==> src/rtl/mem_arb_pkg.sv <==
// ---------------------------------------------------------------------------
// mem_arb_pkg
// Shared types and constants for the unified instruction/data RAM arbiter.
//   arb_state_e : sequencer states (IDLE, RD, WR, DONE)
//   owner_e     : which requester currently owns the RAM port
//   RD_LAT_MAX  : largest supported RAM read latency
//   CNT_W       : width of the read-latency countdown
//   lat_load()  : turns the RD_LAT parameter into a legal countdown preset
// ---------------------------------------------------------------------------
package mem_arb_pkg;

    typedef enum logic [1:0] {
        IDLE = 2'd0,
        RD   = 2'd1,
        WR   = 2'd2,
        DONE = 2'd3
    } arb_state_e;

    typedef enum logic {
        OWN_IF  = 1'b0,
        OWN_MEM = 1'b1
    } owner_e;

    localparam int RD_LAT_MAX = 3;
    localparam int CNT_W      = $clog2(RD_LAT_MAX + 1);

    // Clamp the requested read latency into 1..RD_LAT_MAX so an out-of-range
    // build parameter can never produce a zero-length or overflowing countdown.
    function automatic logic [CNT_W-1:0] lat_load(input int lat);
        int clamped;
        if (lat < 1) begin
            clamped = 1;
        end else if (lat > RD_LAT_MAX) begin
            clamped = RD_LAT_MAX;
        end else begin
            clamped = lat;
        end
        return CNT_W'(clamped);
    endfunction

endpackage

==> src/rtl/mem_port_arbiter.sv <==
// ---------------------------------------------------------------------------
// mem_port_arbiter
// Arbitrates the single-port unified RAM between the fetch stage (IF) and the
// memory stage (MEM), sequences the RAM read latency and the store write
// enable, and stalls the pipeline while an accepted request is outstanding.
//
// Ports
//   clk, rst_n                 clock, asynchronous active-low reset
//   if_req / if_addr           fetch read request (level, held until if_valid)
//   if_rdata / if_valid        fetched word and its one-cycle valid pulse
//   mem_req / mem_w_en         memory-stage request, 1 = store, 0 = load
//   mem_addr / mem_wdata       data word address and store data
//   mem_rdata / mem_done       load data and one-cycle completion pulse
//   sel_stall                  pipeline stall (combinational)
//   ram_addr/ram_wren/ram_wdata/ram_rdata   RAM macro interface
//
// Timing (cycle 0 = the IDLE cycle in which the request is sampled)
//   load/fetch : RD for RD_LAT+1 cycles, pulse in cycle RD_LAT+2
//   store      : single WR cycle, ram_wren and mem_done in cycle 1
// ---------------------------------------------------------------------------
module mem_port_arbiter
    import mem_arb_pkg::*;
#(
    parameter int ADDR_W = 11,
    parameter int RD_LAT = 1
) (
    input  logic              clk,
    input  logic              rst_n,
    input  logic              if_req,
    input  logic [ADDR_W-1:0] if_addr,
    output logic [31:0]       if_rdata,
    output logic              if_valid,
    input  logic              mem_req,
    input  logic              mem_w_en,
    input  logic [ADDR_W-1:0] mem_addr,
    input  logic [31:0]       mem_wdata,
    output logic [31:0]       mem_rdata,
    output logic              mem_done,
    output logic              sel_stall,
    output logic [ADDR_W-1:0] ram_addr,
    output logic              ram_wren,
    output logic [31:0]       ram_wdata,
    input  logic [31:0]       ram_rdata
);

    localparam logic [CNT_W-1:0] LAT_LOAD = lat_load(RD_LAT);
    localparam logic [CNT_W-1:0] CNT_ONE  = {{(CNT_W-1){1'b0}}, 1'b1};

    arb_state_e          state_r;
    owner_e              owner_r;
    owner_e              last_owner_r;
    logic [CNT_W-1:0]    cnt_r;
    logic [ADDR_W-1:0]   ram_addr_r;
    logic [31:0]         ram_wdata_r;
    logic [31:0]         if_rdata_r;
    logic [31:0]         mem_rdata_r;

    logic                grant_any_s;
    logic                grant_mem_s;
    logic                grant_store_s;
    logic [ADDR_W-1:0]   grant_addr_s;

    // Grant decision for the IDLE cycle; on contention the requester that
    // did not own the port last time wins, so the two sides alternate.
    always_comb begin
        grant_any_s = if_req | mem_req;
        if (mem_req && if_req) begin
            grant_mem_s = (last_owner_r == OWN_IF);
        end else if (mem_req) begin
            grant_mem_s = 1'b1;
        end else begin
            grant_mem_s = 1'b0;
        end
        if (grant_mem_s) begin
            grant_addr_s  = mem_addr;
            grant_store_s = mem_w_en;
        end else begin
            grant_addr_s  = if_addr;
            grant_store_s = 1'b0;
        end
    end

    // Sequencer: grant, read countdown / single-cycle write, completion.
    // Address and store data are captured only at grant, so requester-side
    // changes while busy never reach the RAM.
    always_ff @(posedge clk or negedge rst_n) begin
        if (!rst_n) begin
            state_r      <= IDLE;
            owner_r      <= OWN_IF;
            last_owner_r <= OWN_MEM;
            cnt_r        <= {CNT_W{1'b0}};
            ram_addr_r   <= {ADDR_W{1'b0}};
            ram_wdata_r  <= 32'h0000_0000;
            if_rdata_r   <= 32'h0000_0000;
            mem_rdata_r  <= 32'h0000_0000;
        end else begin
            case (state_r)
                IDLE: begin
                    if (grant_any_s) begin
                        owner_r    <= grant_mem_s ? OWN_MEM : OWN_IF;
                        ram_addr_r <= grant_addr_s;
                        if (grant_store_s) begin
                            ram_wdata_r <= mem_wdata;
                            state_r     <= WR;
                        end else begin
                            cnt_r   <= LAT_LOAD;
                            state_r <= RD;
                        end
                    end else begin
                        state_r <= IDLE;
                    end
                end
                RD: begin
                    // RAM data is valid once the countdown has expired.
                    if (cnt_r == {CNT_W{1'b0}}) begin
                        if (owner_r == OWN_MEM) begin
                            mem_rdata_r <= ram_rdata;
                        end else begin
                            if_rdata_r <= ram_rdata;
                        end
                        state_r <= DONE;
                    end else begin
                        cnt_r <= cnt_r - CNT_ONE;
                    end
                end
                WR: begin
                    last_owner_r <= OWN_MEM;
                    state_r      <= IDLE;
                end
                DONE: begin
                    last_owner_r <= owner_r;
                    state_r      <= IDLE;
                end
                default: begin
                    state_r <= IDLE;
                end
            endcase
        end
    end

    // Pulses and write enable decode straight from registered state so they
    // are glitch-free and vanish the moment rst_n asserts.
    assign ram_wren  = (state_r == WR);
    assign if_valid  = (state_r == DONE) && (owner_r == OWN_IF);
    assign mem_done  = (state_r == WR) || ((state_r == DONE) && (owner_r == OWN_MEM));

    assign ram_addr  = ram_addr_r;
    assign ram_wdata = ram_wdata_r;
    assign if_rdata  = if_rdata_r;
    assign mem_rdata = mem_rdata_r;

    // Stall while either requester still waits for its completion pulse.
    assign sel_stall = (if_req & ~if_valid) | (mem_req & ~mem_done);

endmodule

==> config.mk <==
export PLATFORM = sky130hd
export DESIGN_NAME = mem_port_arbiter
export DESIGN_NICKNAME = d
export VERILOG_FILES = /design/src/rtl/mem_arb_pkg.sv /design/src/rtl/mem_port_arbiter.sv
export SDC_FILE = /design/constraint.sdc
export NUM_CORES = 1
export LEC_CHECK = 0
export CORE_ASPECT_RATIO = 0.5
export CORE_UTILIZATION = 45
export DETAILED_ROUTE_END_ITERATION = 7
export HOLD_SLACK_MARGIN = 0.05
export PLACE_DENSITY_LB_ADDON = 0.3
export SYNTH_ARGS = -nofsm -noshare
export SYNTH_HDL_FRONTEND = slang
export SYNTH_SLANG_ARGS = --single-unit
==> constraint.sdc <==
create_clock -name clk -period 3.1 [get_ports clk]
set_clock_uncertainty 0.2 [all_clocks]
set_input_delay 0.62 -clock clk [delete_from_list [all_inputs] [get_ports clk]]
set_output_delay 0.62 -clock clk [all_outputs]
set_load 0.05 [all_outputs]
Word level (Yosys, flattened, before mapping)
Index checks and enable logic that the tools add are counted.

storage, ports and cells
  logic and storage cells = 52
  register bits after elaboration = 113

operators by class
  add/sub/neg operators = 1
  bitwise operators = 8
  reductions and logical operators = 14
  eq/ne operators = 7
  muxes and demuxes = 14

operator list
  operator             count
  $mux 2               6
  $mux 11              1
  $reduce_and 3->1     3
  $ne 2x2->1 const B   4
  $pmux 2 s3           1
  $eq 2x2->1 const B   2
  $logic_not 2->1      2
  $mux 1               4
  $not 1->1            4
  $pmux 2 s2           1
  $reduce_and 4->1     1
  $reduce_bool 2->1    2
  $logic_and 1x1->1    3
  $and 1x1->1          2
  $eq 2x1->1 const B   1
  $or 1x1->1           2
  $pmux 1 s2           1
  $reduce_and 2->1     1
  $reduce_or 2->1      1
  $sub 2x1->2 const B  1
  $logic_or 1x1->1     1

Depth between registers and ports, before layout
  word-level depth = 6
  mapped depth = 6
  depth with buffers taken out = 5

Worst setup path before layout
Ideal clock, no wire load.

  path kind = flip-flop to output port
  start = register state_r[1]
  end = output sel_stall
  path slack = -0.196 ns
  cell stages (with the launch flop) = 4
  required time = 2.280 ns
  arrival time = 2.476 ns
  cell sequence = dfrtp_1 -> buf_2 -> nor3b_1 -> o2bb2ai_1

between the ends
  elaborated cells on any way between the ends = 10
  classes of those cells = eq/ne (2); bitwise (5); reduce/logical (3)

RTL lines
  item                      line                     text
  start: declaration        mem_port_arbiter.sv:49   arb_state_e state_r;
  start signal: assignment  mem_port_arbiter.sv:88   state_r <= IDLE;
  start signal: assignment  mem_port_arbiter.sv:104  state_r <= WR;
  start signal: assignment  mem_port_arbiter.sv:107  state_r <= RD;
  $eq 2x2->1                mem_port_arbiter.sv:144  assign if_valid = (state_r == DONE) && (owner_r == OWN_IF);
  $logic_and 1x1->1         mem_port_arbiter.sv:144
  named net if_valid        mem_port_arbiter.sv:32   output logic if_valid,
  $not 1->1                 mem_port_arbiter.sv:153  assign sel_stall = (if_req & ~if_valid) | (mem_req & ~mem_done);
  $and 1x1->1               mem_port_arbiter.sv:153
  $or 1x1->1                mem_port_arbiter.sv:153
  end: declaration          mem_port_arbiter.sv:39   output logic sel_stall,

The timed path passes the listed nets, and every way through them passes these cells.

Worst setup path after layout
  start = register state_r[0]
  end = output if_valid

between the ends
  cells in the longest elaborated chain, start to end = 2

RTL lines
  item               line
  $eq 2x2->1         mem_port_arbiter.sv:144
  $logic_and 1x1->1  mem_port_arbiter.sv:144
  end: declaration   mem_port_arbiter.sv:32

Every way passes these cells.

==> flow_summary.ini <==
[timing]
maxSlewHeadroom_pct = 56.6
rsz0062_at_grt = false
period_share_pct = 94.5
max_freq_mhz = 341
min_period_ns = 2.93
fin_setup_tns_ns = 0
slew_viol_final = 0
final_hold_viol_count = 0
tightest_slew_ns = 0.649
finalSetupViolations = 0

[synth]
synthSimpleGateAreaFrac_pct = 4.78
async_flop_share_pct = 100
synthDistinctLibCells = 36
netlist_area_um2 = 4600
yosysTopAreaCellShare_pct = 60.9
synth.area.top_cells = dfrtp_1 61%, mux2_2 15%, mux2_4 9.5%, nand2_1 2.2%, a31oi_1 1.5%
synth_flop_cell = dfrtp_1
avgSynthCellArea_um2 = 15.0
synth.net_count = 398
synth_compound_gate_area_share_pct = 4.78
synth_edf_count = 0
synth_cells = 306
synth_top_area_cell = dfrtp_1
ys_top_cells_by_count = 112 x dfrtp_1, 61 x mux2_2, 29 x mux2_4
yosysSeqAreaShare_pct = 61.4
synthAdderAreaFrac_pct = 0.272
ys_ff_latch = 113
synth_xor_area_share_pct = 0
yosys_warnings = 0
synth_most_common_cell = dfrtp_1
muxShareOfSynthArea_pct = 25.8
synth_top_family_by_area = multiplexers

[layout]
nets = 608
insertedDiodeCount = 0
syn_to_final_growth_pct = 59.0
drive_gt1_share_pct = 25.0
fin_cells = 660
final_cell_area_um2 = 7320

[floorplanning]
die_x_um = 145
fp.dieArea_um2 = 10700
ios = 202
initial_core_util_pct = 47.5
design.core.area_um2 = 9700
dieHeight_um = 73.5
row_count = 25

[cts]
insertion_delay_ns = 0.39
clk_pin_slew_ns = 0.05
cts_buffer_depth = 2
h-tree-depth = 4
cts_tree = yes
cts_setup_buffers = 0
root_buffer = clkbuf_16
cts_buffers = 17
cts_sinks = 113

[worst_setup_path]
cp.arrival_ns = 2.11
critPathKind = reg -> out
crit_path_top_delay_cell = clkdlybuf4s50_1
endpoint_kind = output port
crit_start = state_r[0]$_DFFE_PN0P_
slowest_delay_ns = 0.82
worstPathMaxFanout = 9
regToRegStartpoint = cnt_r[0]$_DFFE_PN0P_
required_ns = 2.28
rrSetupSlack_ns = 0.87
worstSetupStartpointType = flop
crit_chain = inv_1 > nor3b_2 > clkdlybuf4s50_1
path_buf_inv = 2
critPathTopFamily = buffers and inverters
rr_endpoint = if_rdata[20]$_DFFE_PN0P_
ff2ff_path_depth = 6

[hold_path]
holdPathEnd = if_rdata[17]$_DFFE_PN0P_
hold_path.startpoint = if_rdata[17]$_DFFE_PN0P_
holdPathStages = 1
hold_class = reg -> reg

[routing]
vias_per_cell = 4.90
route.detailed.drc = 0
routed_wl_um = 10500
ant_nets = 0
num_vias = 3234
drt_iter0_markers = 106
wl_per_cell_um = 15.9
first_pass_iters = 4

[global_route]
gr-usage-all-layers_pct = 21.0
grt_max_degree = 80
grt_pass1_wl_um = 17200
grt_pass1_vias = 3352
antenna_found_initial = 0
grt-ovfl-total = 0

[placement]
io_buffers = 201
placedCellCount = 631
gp_congestion = 0.795
dpl.hpwl_um = 7410
place_area_um2 = 6760

[status]
outcome = finished clean

[flow_run]
cap_violations = 0
[worst max path at each step]
stage,to,slack [ns],cells after the start
final,if_valid,0.17,3
after global routing,if_valid,0.03,3
after CTS,mem_done,0.12,4
after detailed placement,mem_done,0.57,4
after global placement,mem_done,0.58,4
after floorplan,sel_stall,0.48,3
[area by class of cell]
class	instances	area, µm²
Clock inverter	6	85.1
Multi-Input combinational cell	170	1650
Inverter	7	26.3
Timing Repair Buffer	207	2090
Fill cell	625	2380
Clock buffer	22	464
Tap cell	135	169
Sequential cell	113	2830
[sequential cells by signal, indices dropped and copies added, names as in the netlist]
signal and cells:
owner_r 1, last_owner_r 1, ram_wdata 32, state_r 2, cnt_r 2, mem_rdata 32
ram_addr 11, if_rdata 32
[stage by stage]
stage | setup slack, ns | hold WS (ns) | util [%]
2_1_floorplan | 0.480 | 0.124 | -
3_3_place_gp | 0.580 | 0.269 | 69.7
3_5_place_dp | 0.571 | 0.277 | 69.7
4_1_cts | 0.122 | 0.288 | 75.5
5_1_grt | 0.0348 | 0.311 | 75.5
6_report | 0.170 | 0.282 | 75.5
[layout by cell type, fill, tap and decap left out, types with 2 or more instances in the layout]
cell type,netlist,layout
buf_12,0,3
bufinv_16,0,2
mux2_2,61,61
clkinv_2,0,2
nor2_4,1,2
clkinvlp_4,0,2
clkbuf_16,0,17
mux2_1,6,6
buf_4,5,4
clkdlybuf4s50_1,0,198
a21oi_1,11,11
mux2_4,29,29
inv_1,7,7
nand2_1,27,27
a31oi_1,11,11
nor2b_1,2,2
dfrtp_1,112,112
clkbuf_8,0,2
clkbuf_1,4,3
o21ai_0,2,2
[what timing repair did]
action,in CTS,in global routing
endpoints found under the setup margin,0,1
endpoints found under the hold margin,34,0
resized for setup,0,1
hold buffers,1,0
[cells by family (layout without fill, tap and decap cells)]
kind of cell             count (synthesis)  after routing
AO/OA/AOI/OAI                           33             33
AND/OR/NAND/NOR                         40             40
multiplexers                            96             96
buffers and inverters                   23            242
flip-flops                             113            113
adder cells (fa/ha/maj)                  1              1
[per-layer routing]
metal	vias up	global-route usage [%]	share of wire, %
li1	1498	-	-
met1	1609	25.1	43
met3	11	7.64	6.8
met4	0	7.72	0.95
met2	116	35.7	50
met5	-	0	0
Power is not shown: default switching activity piles up to over one toggle a cycle in this logic, so the estimate is an artifact.
